`config.mk`:
```
export PLATFORM = sky130hd
export DESIGN_NAME = cc_attach_detector_flat
export DESIGN_NICKNAME = d
export VERILOG_FILES = /design/src/rtl/cc_attach_detector_if.sv /design/src/rtl/cc_attach_detector.sv /design/src/flat_wrapper.sv
export SDC_FILE = /design/constraint.sdc
export NUM_CORES = 1
export LEC_CHECK = 0
export ABC_CLOCK_PERIOD_IN_PS = 1700
export CORE_UTILIZATION = 45
export CTS_CLUSTER_SIZE = 24
export DETAILED_ROUTE_END_ITERATION = 12
export PLACE_DENSITY = 0.78
export RECOVER_POWER = 50
export SLEW_MARGIN = 20
export SYNTH_ARGS = -nofsm -noshare
export SYNTH_HDL_FRONTEND = slang
export SYNTH_SLANG_ARGS = --single-unit
export TNS_END_PERCENT = 50
```
`constraint.sdc`:
```
create_clock -name clk -period 1.7 [get_ports clk]
set_input_delay 0.34 -clock clk [delete_from_list [all_inputs] [get_ports clk]]
set_output_delay 0.34 -clock clk [all_outputs]
set_load 0.05 [all_outputs]
```
`src/rtl/cc_attach_detector_if.sv`:
```
// USB-C CC attach detector port bundle: raw CC levels in, debounced status out.
// Latency: none, wires only.
// Backpressure: none; status outputs are level/pulse signals with no handshake.
interface cc_attach_detector_if;
  logic       CC1;
  logic       CC2;
  logic       attached;
  logic       orient;
  logic [1:0] cc_state;
  logic       attach_evt;
  logic       detach_evt;
`ifdef CC_EVENT_IRQ_EN
  logic       cc_irq_clr;
  logic       cc_irq;

  modport master (
    output CC1, CC2, cc_irq_clr,
    input  attached, orient, cc_state, attach_evt, detach_evt, cc_irq
  );
  modport slave (
    input  CC1, CC2, cc_irq_clr,
    output attached, orient, cc_state, attach_evt, detach_evt, cc_irq
  );
`else
  modport master (
    output CC1, CC2,
    input  attached, orient, cc_state, attach_evt, detach_evt
  );
  modport slave (
    input  CC1, CC2,
    output attached, orient, cc_state, attach_evt, detach_evt
  );
`endif
endinterface

```
`src/rtl/cc_attach_detector.sv`:
```
// USB-C CC attach/detach debouncer with orientation detect; optional sticky IRQ under CC_EVENT_IRQ_EN.
// Latency: attached rises 3+DEBOUNCE_CYC edges after CC levels settle (2 sync + entry + debounce).
// Backpressure: none; events are single-cycle registered pulses, cc_irq holds until cleared.
module cc_attach_detector #(
  parameter int unsigned DEBOUNCE_CYC = 4
) (
  input logic             clk,
  input logic             reset,
  cc_attach_detector_if.slave bus
);

  localparam logic [7:0] CNT_LAST = 8'(DEBOUNCE_CYC - 1);

  typedef enum logic [1:0] {
    ST_UNATTACHED  = 2'd0,
    ST_ATTACH_WAIT = 2'd1,
    ST_ATTACHED    = 2'd2,
    ST_DETACH_WAIT = 2'd3
  } state_t;

  logic   cc1_meta, cc2_meta;
  logic   s1, s2;
  state_t state, state_nxt;
  logic [7:0] cnt, cnt_nxt;
  logic   cand, cand_nxt;
  logic   attached_q, attached_nxt;
  logic   orient_q, orient_nxt;
  logic   attach_evt_q, attach_evt_nxt;
  logic   detach_evt_q, detach_evt_nxt;
  logic   pat_vld;
  logic   pat_match;

  // Two-flop synchronizers for the asynchronous CC levels.
  always_ff @(posedge clk) begin
    if (reset) begin
      cc1_meta <= 1'b0;
      cc2_meta <= 1'b0;
      s1       <= 1'b0;
      s2       <= 1'b0;
    end else begin
      cc1_meta <= bus.CC1;
      cc2_meta <= bus.CC2;
      s1       <= cc1_meta;
      s2       <= cc2_meta;
    end
  end

  // Exactly one CC line terminated is a usable pattern; open and both-high are not.
  assign pat_vld   = s1 ^ s2;
  assign pat_match = pat_vld && (s2 == cand);

  // State, counter and registered outputs.
  always_ff @(posedge clk) begin
    if (reset) begin
      state        <= ST_UNATTACHED;
      cnt          <= 8'd0;
      cand         <= 1'b0;
      attached_q   <= 1'b0;
      orient_q     <= 1'b0;
      attach_evt_q <= 1'b0;
      detach_evt_q <= 1'b0;
    end else begin
      state        <= state_nxt;
      cnt          <= cnt_nxt;
      cand         <= cand_nxt;
      attached_q   <= attached_nxt;
      orient_q     <= orient_nxt;
      attach_evt_q <= attach_evt_nxt;
      detach_evt_q <= detach_evt_nxt;
    end
  end

  // Next-state logic: the counter exits at CNT_LAST so it can never wrap.
  always_comb begin
    state_nxt      = state;
    cnt_nxt        = cnt;
    cand_nxt       = cand;
    attached_nxt   = attached_q;
    orient_nxt     = orient_q;
    attach_evt_nxt = 1'b0;
    detach_evt_nxt = 1'b0;
    unique case (state)
      ST_UNATTACHED: begin
        if (pat_vld) begin
          state_nxt = ST_ATTACH_WAIT;
          cnt_nxt   = 8'd0;
          cand_nxt  = s2;
        end
      end
      ST_ATTACH_WAIT: begin
        if (!pat_match) begin
          state_nxt = ST_UNATTACHED;
        end else if (cnt == CNT_LAST) begin
          state_nxt      = ST_ATTACHED;
          attached_nxt   = 1'b1;
          orient_nxt     = cand;
          attach_evt_nxt = 1'b1;
        end else begin
          cnt_nxt = cnt + 8'd1;
        end
      end
      ST_ATTACHED: begin
        // Any change, including a swap, must go through a full detach first.
        if (!pat_match) begin
          state_nxt = ST_DETACH_WAIT;
          cnt_nxt   = 8'd0;
        end
      end
      ST_DETACH_WAIT: begin
        if (pat_match) begin
          state_nxt = ST_ATTACHED;
        end else if (cnt == CNT_LAST) begin
          state_nxt      = ST_UNATTACHED;
          attached_nxt   = 1'b0;
          detach_evt_nxt = 1'b1;
        end else begin
          cnt_nxt = cnt + 8'd1;
        end
      end
      default: state_nxt = ST_UNATTACHED;
    endcase
  end

  assign bus.attached   = attached_q;
  assign bus.orient     = orient_q;
  assign bus.cc_state   = state;
  assign bus.attach_evt = attach_evt_q;
  assign bus.detach_evt = detach_evt_q;

`ifdef CC_EVENT_IRQ_EN
  logic irq_q;

  // Sticky interrupt: an event arriving with a clear keeps the flag set.
  always_ff @(posedge clk) begin
    if (reset) begin
      irq_q <= 1'b0;
    end else if (attach_evt_q || detach_evt_q) begin
      irq_q <= 1'b1;
    end else if (bus.cc_irq_clr) begin
      irq_q <= 1'b0;
    end
  end

  assign bus.cc_irq = irq_q;
`endif

endmodule

```
`src/flat_wrapper.sv`:
```
// flat-port wrapper written by rule: the top's interface ports become plain ports
module cc_attach_detector_flat 
#(
  parameter int unsigned DEBOUNCE_CYC = 4
)
  (clk, reset, bus_CC1, bus_CC2, bus_attached, bus_orient, bus_cc_state, bus_attach_evt, bus_detach_evt);
  cc_attach_detector_if bus_i ();
  input logic clk;
  input logic reset;
  input wire logic [$bits(bus_i.CC1)-1:0] bus_CC1;
  input wire logic [$bits(bus_i.CC2)-1:0] bus_CC2;
  output wire logic [$bits(bus_i.attached)-1:0] bus_attached;
  output wire logic [$bits(bus_i.orient)-1:0] bus_orient;
  output wire logic [$bits(bus_i.cc_state)-1:0] bus_cc_state;
  output wire logic [$bits(bus_i.attach_evt)-1:0] bus_attach_evt;
  output wire logic [$bits(bus_i.detach_evt)-1:0] bus_detach_evt;
  assign bus_i.CC1 = bus_CC1;
  assign bus_i.CC2 = bus_CC2;
  assign bus_attached = bus_i.attached;
  assign bus_orient = bus_i.orient;
  assign bus_cc_state = bus_i.cc_state;
  assign bus_attach_evt = bus_i.attach_evt;
  assign bus_detach_evt = bus_i.detach_evt;
  cc_attach_detector #(.DEBOUNCE_CYC(DEBOUNCE_CYC)) u_core (.clk(clk), .reset(reset), .bus(bus_i));
endmodule
```
==> out/qor.tcl <==
set qor(run_status) {finished clean}
set qor(hold_buffers) 0
set qor(worst_hold_path_type) {flop to flop}
set qor(timing.critical_path.slowest_cell_delay_ps) 460
set qor(max_freq_mhz) 612
set qor(post-cts-setup-buffer-count) 0
set qor(post_synth_xor_area_fraction_pct) 0.920
set qor(die_h_um) 48
set qor(power.density_nw_per_um2) 705
set qor(yosys_register_bits) 19
set qor(synthesis.area_per_instance_um2) 9.24
set qor(clk-insertion-delay-late_ps) 320
set qor(worstPathMaxFanout) 7
set qor(synthesis.instances) 103
set qor(layout.nets) 126
set qor(seq_area_frac_synth_pct) 39.9
set qor(clock_sink_total) 19
set qor(critical_path_required_ps) 1960
set qor(core_um2) 1980
set qor(global_route.overflow_total) 0
set qor(crit_type) {flop to flop}
set qor(power.total_mw) 0.826
set qor(synth.distinct_cells) 41
set qor(worstSetupEndpointType) {flop}
set qor(die_width_um) 48
set qor(ir_worst_vdd_v) 0.000531
set qor(final_min_period_over_clock_period_pct) 96.1
set qor(number_of_antenna_violations_at_the_first_check_in_global_routing) 0
set qor(total_i_o_pin_count) 10
set qor(synthFlopType) {sky130_fd_sc_hd__dfxtp_1}
set qor(area.growth.synth_to_final_pct) 23.0
set qor(layout_common_cells) {sky130_fd_sc_hd__dfxtp_1, sky130_fd_sc_hd__buf_4, sky130_fd_sc_hd__a311oi_1}
set qor(hold_viol_final) 0
set qor(drt_first_pass_iters) 4
set qor(antenna_cells_inserted) 0
set qor(clk_pin_slew_worst_paths_ps) 120
set qor(worst_path_max_delay_cell) {sky130_fd_sc_hd__or4_1}
set qor(cp-start-kind) {flop}
set qor(grt_first_pass_wirelength_um) 3530
set qor(largest_register_ff_count) 8
set qor(crit_family) {simple AND/OR/NAND/NOR gates}
set qor(initial_core_util_pct) 48.0
set qor(detail-route-antenna-nets) 0
set qor(portBuffers) 9
set qor(yosys_warnings) 0
set qor(post_cts_resized) 4
set qor(via_count_of_the_first_global_routing_pass) 770
set qor(unrepaired_setup_endpoints_after_global_routing) {no}
set qor(fraction_of_final_layout_cells_with_drive_strength_greater_than_1_pct) 27.5
set qor(net_count_after_synthesis) 108
set qor(combinational_family_with_the_most_area_after_synthesis) {compound AO/OA/AOI/OAI gates}
set qor(row_count) 16
set qor(slew_at_the_pin_closest_to_its_max_slew_limit_ps) 594
set qor(tritoncts) {built}
set qor(fin_hold_ws_ps) 452
set qor(fin_worst_skew_ps) 2.50
set qor(wl_um) 2220
set qor(dieArea_um2) 2300
set qor(slew-limit-headroom_pct) 60.6
set qor(asyncSetResetFlopFracSynth_pct) 0
set qor(clockBufferDepth) 2
set qor(clock-root-buffer) {sky130_fd_sc_hd__clkbuf_4}
set qor(maximum_number_of_pins_on_one_net_before_global_route_repair) 12
set qor(num_vias) 903
set qor(final_max_slew_viol_count) 0
set qor(drtIter0Drc) 30
set qor(synthMuxAreaShare_pct) 0
set qor(cts_inserted_buffers) 3
set qor(placedCellCount) 143
set qor(totalNegativeSetupSlack_ps) 0
set qor(route.detailed.wl_per_inst_um) 15.1
set qor(routabilityCongestion) 0.894
set qor(post_layout_nonfiller_instances) 147
set qor(data_arrival_time_at_the_worst_slack_endpoint_ps) 1890
set qor(synth-simple-area-share_pct) 24.4
set qor(count_of_flip_flops_with_a_built_in_enable_after_synthesis) 0
set qor(cts_max_level) 1
set qor(post_drt_via_cell_ratio) 6.14
set qor(critPathBufInv) 0
set qor(synth-compound-area-share_pct) 28.6
set qor(number_of_max_cap_violations) 0
set qor(globalRouteTotalUtil_pct) 22.1
set qor(drcViolationCount) 0
set qor(period_minus_slack_ps) 1630
set qor(worstPathCellList) {or3b_4, and3_4, or4_1, a21oi_1}
set qor(syn_area_um2) 952
set qor(registers.top_by_ff_count) {u_core.cnt}
set qor(timing.final.setup_violations) 0
set qor(power.static_leakage_nw) 0.400
set qor(leading_cell_type_in_the_layout_fill_and_taps_excluded) {sky130_fd_sc_hd__dfxtp_1}
set qor(place_hpwl_um) 1570
set qor(synth_fa_ha_area_share_pct) 1.31
[power by group]
part           total, mW  internal [mW]  switching, mW
Combinational      0.112         0.0469         0.0648
Sequential         0.465          0.456        0.00915
Clock              0.249         0.0882          0.161
Total              0.826          0.591          0.235
[cell type report]
class,count,area [µm²]
Clock buffer,3,22.5
Clock inverter,1,5.00
Fill cell,181,811
Inverter,4,15.0
Multi-Input combinational cell,74,577
Sequential cell,19,389
Tap cell,27,33.8
Timing Repair Buffer,19,129
[per-stage QoR]
stage          worst slack [ps]  utilization, %  instance area, µm²
2_1_floorplan             -1.66               -                 958
3_3_place_gp               55.4            56.1                1110
6_report                   65.6            59.1                1170
4_1_cts                    5.89            58.3                1150
3_5_place_dp              -25.9            56.1                1110
5_1_grt                    5.92            59.1                1170
[final timing paths]
check,to,slack (ps),startpoint,depth (start not counted)
worst max register to register,u_core.cnt[0]$_SDFFE_PP0P_,70,u_core.cand$_SDFFE_PP0P_,4
worst max-delay path,u_core.cnt[0]$_SDFFE_PP0P_,70,u_core.cand$_SDFFE_PP0P_,4
worst min-delay path,u_core.s1$_SDFF_PP0_,450,u_core.cc1_meta$_SDFF_PP0_,1
worst min register to register,u_core.s1$_SDFF_PP0_,450,u_core.cc1_meta$_SDFF_PP0_,1
[layer usage]
metal	share of wire, %	up-vias	track usage, %
met4	1.4	0	8.89
li1	-	446	-
met3	4.0	3	3.40
met2	46	28	35.1
met1	49	426	29.6
met5	0	-	0
[Yosys cell counts (2+ instances only)]
master,number,area [µm²]
sky130_fd_sc_hd__nor3_1,2,10.0
sky130_fd_sc_hd__nand4_1,2,12.5
sky130_fd_sc_hd__nor2_1,4,15.0
sky130_fd_sc_hd__a31o_2,2,17.5
sky130_fd_sc_hd__a31oi_1,4,25.0
sky130_fd_sc_hd__and2_1,3,18.8
sky130_fd_sc_hd__nand3_1,4,20.0
sky130_fd_sc_hd__inv_1,4,15.0
sky130_fd_sc_hd__nor2b_1,4,25.0
sky130_fd_sc_hd__a21oi_1,4,20.0
sky130_fd_sc_hd__o31a_1,2,17.5
sky130_fd_sc_hd__a311oi_1,6,52.6
sky130_fd_sc_hd__dfxtp_1,19,380
sky130_fd_sc_hd__nand2_1,4,15.0
sky130_fd_sc_hd__o31ai_1,4,30.0
sky130_fd_sc_hd__clkbuf_1,5,18.8
sky130_fd_sc_hd__and3_1,3,18.8
sky130_fd_sc_hd__a41o_1,2,20.0
sky130_fd_sc_hd__a41oi_1,2,17.5
sky130_fd_sc_hd__o311ai_0,2,17.5
[cell families (layout without fill, tap and decap cells)]
group           after synthesis  in the layout
simple gates                 37             37
compound gates               35             35
flops                        19             19
buf+inv                      10             27
fa+ha+maj                     1              1
xor+xnor                      1              1
[worst register-to-register path, delay by kind of cell, from the launching register on]
kind            cells  cell delay (ps)
flops               1              330
simple gates        3             1100
compound gates      1              140
No activity file was read; power rests on OpenSTA's default activity.
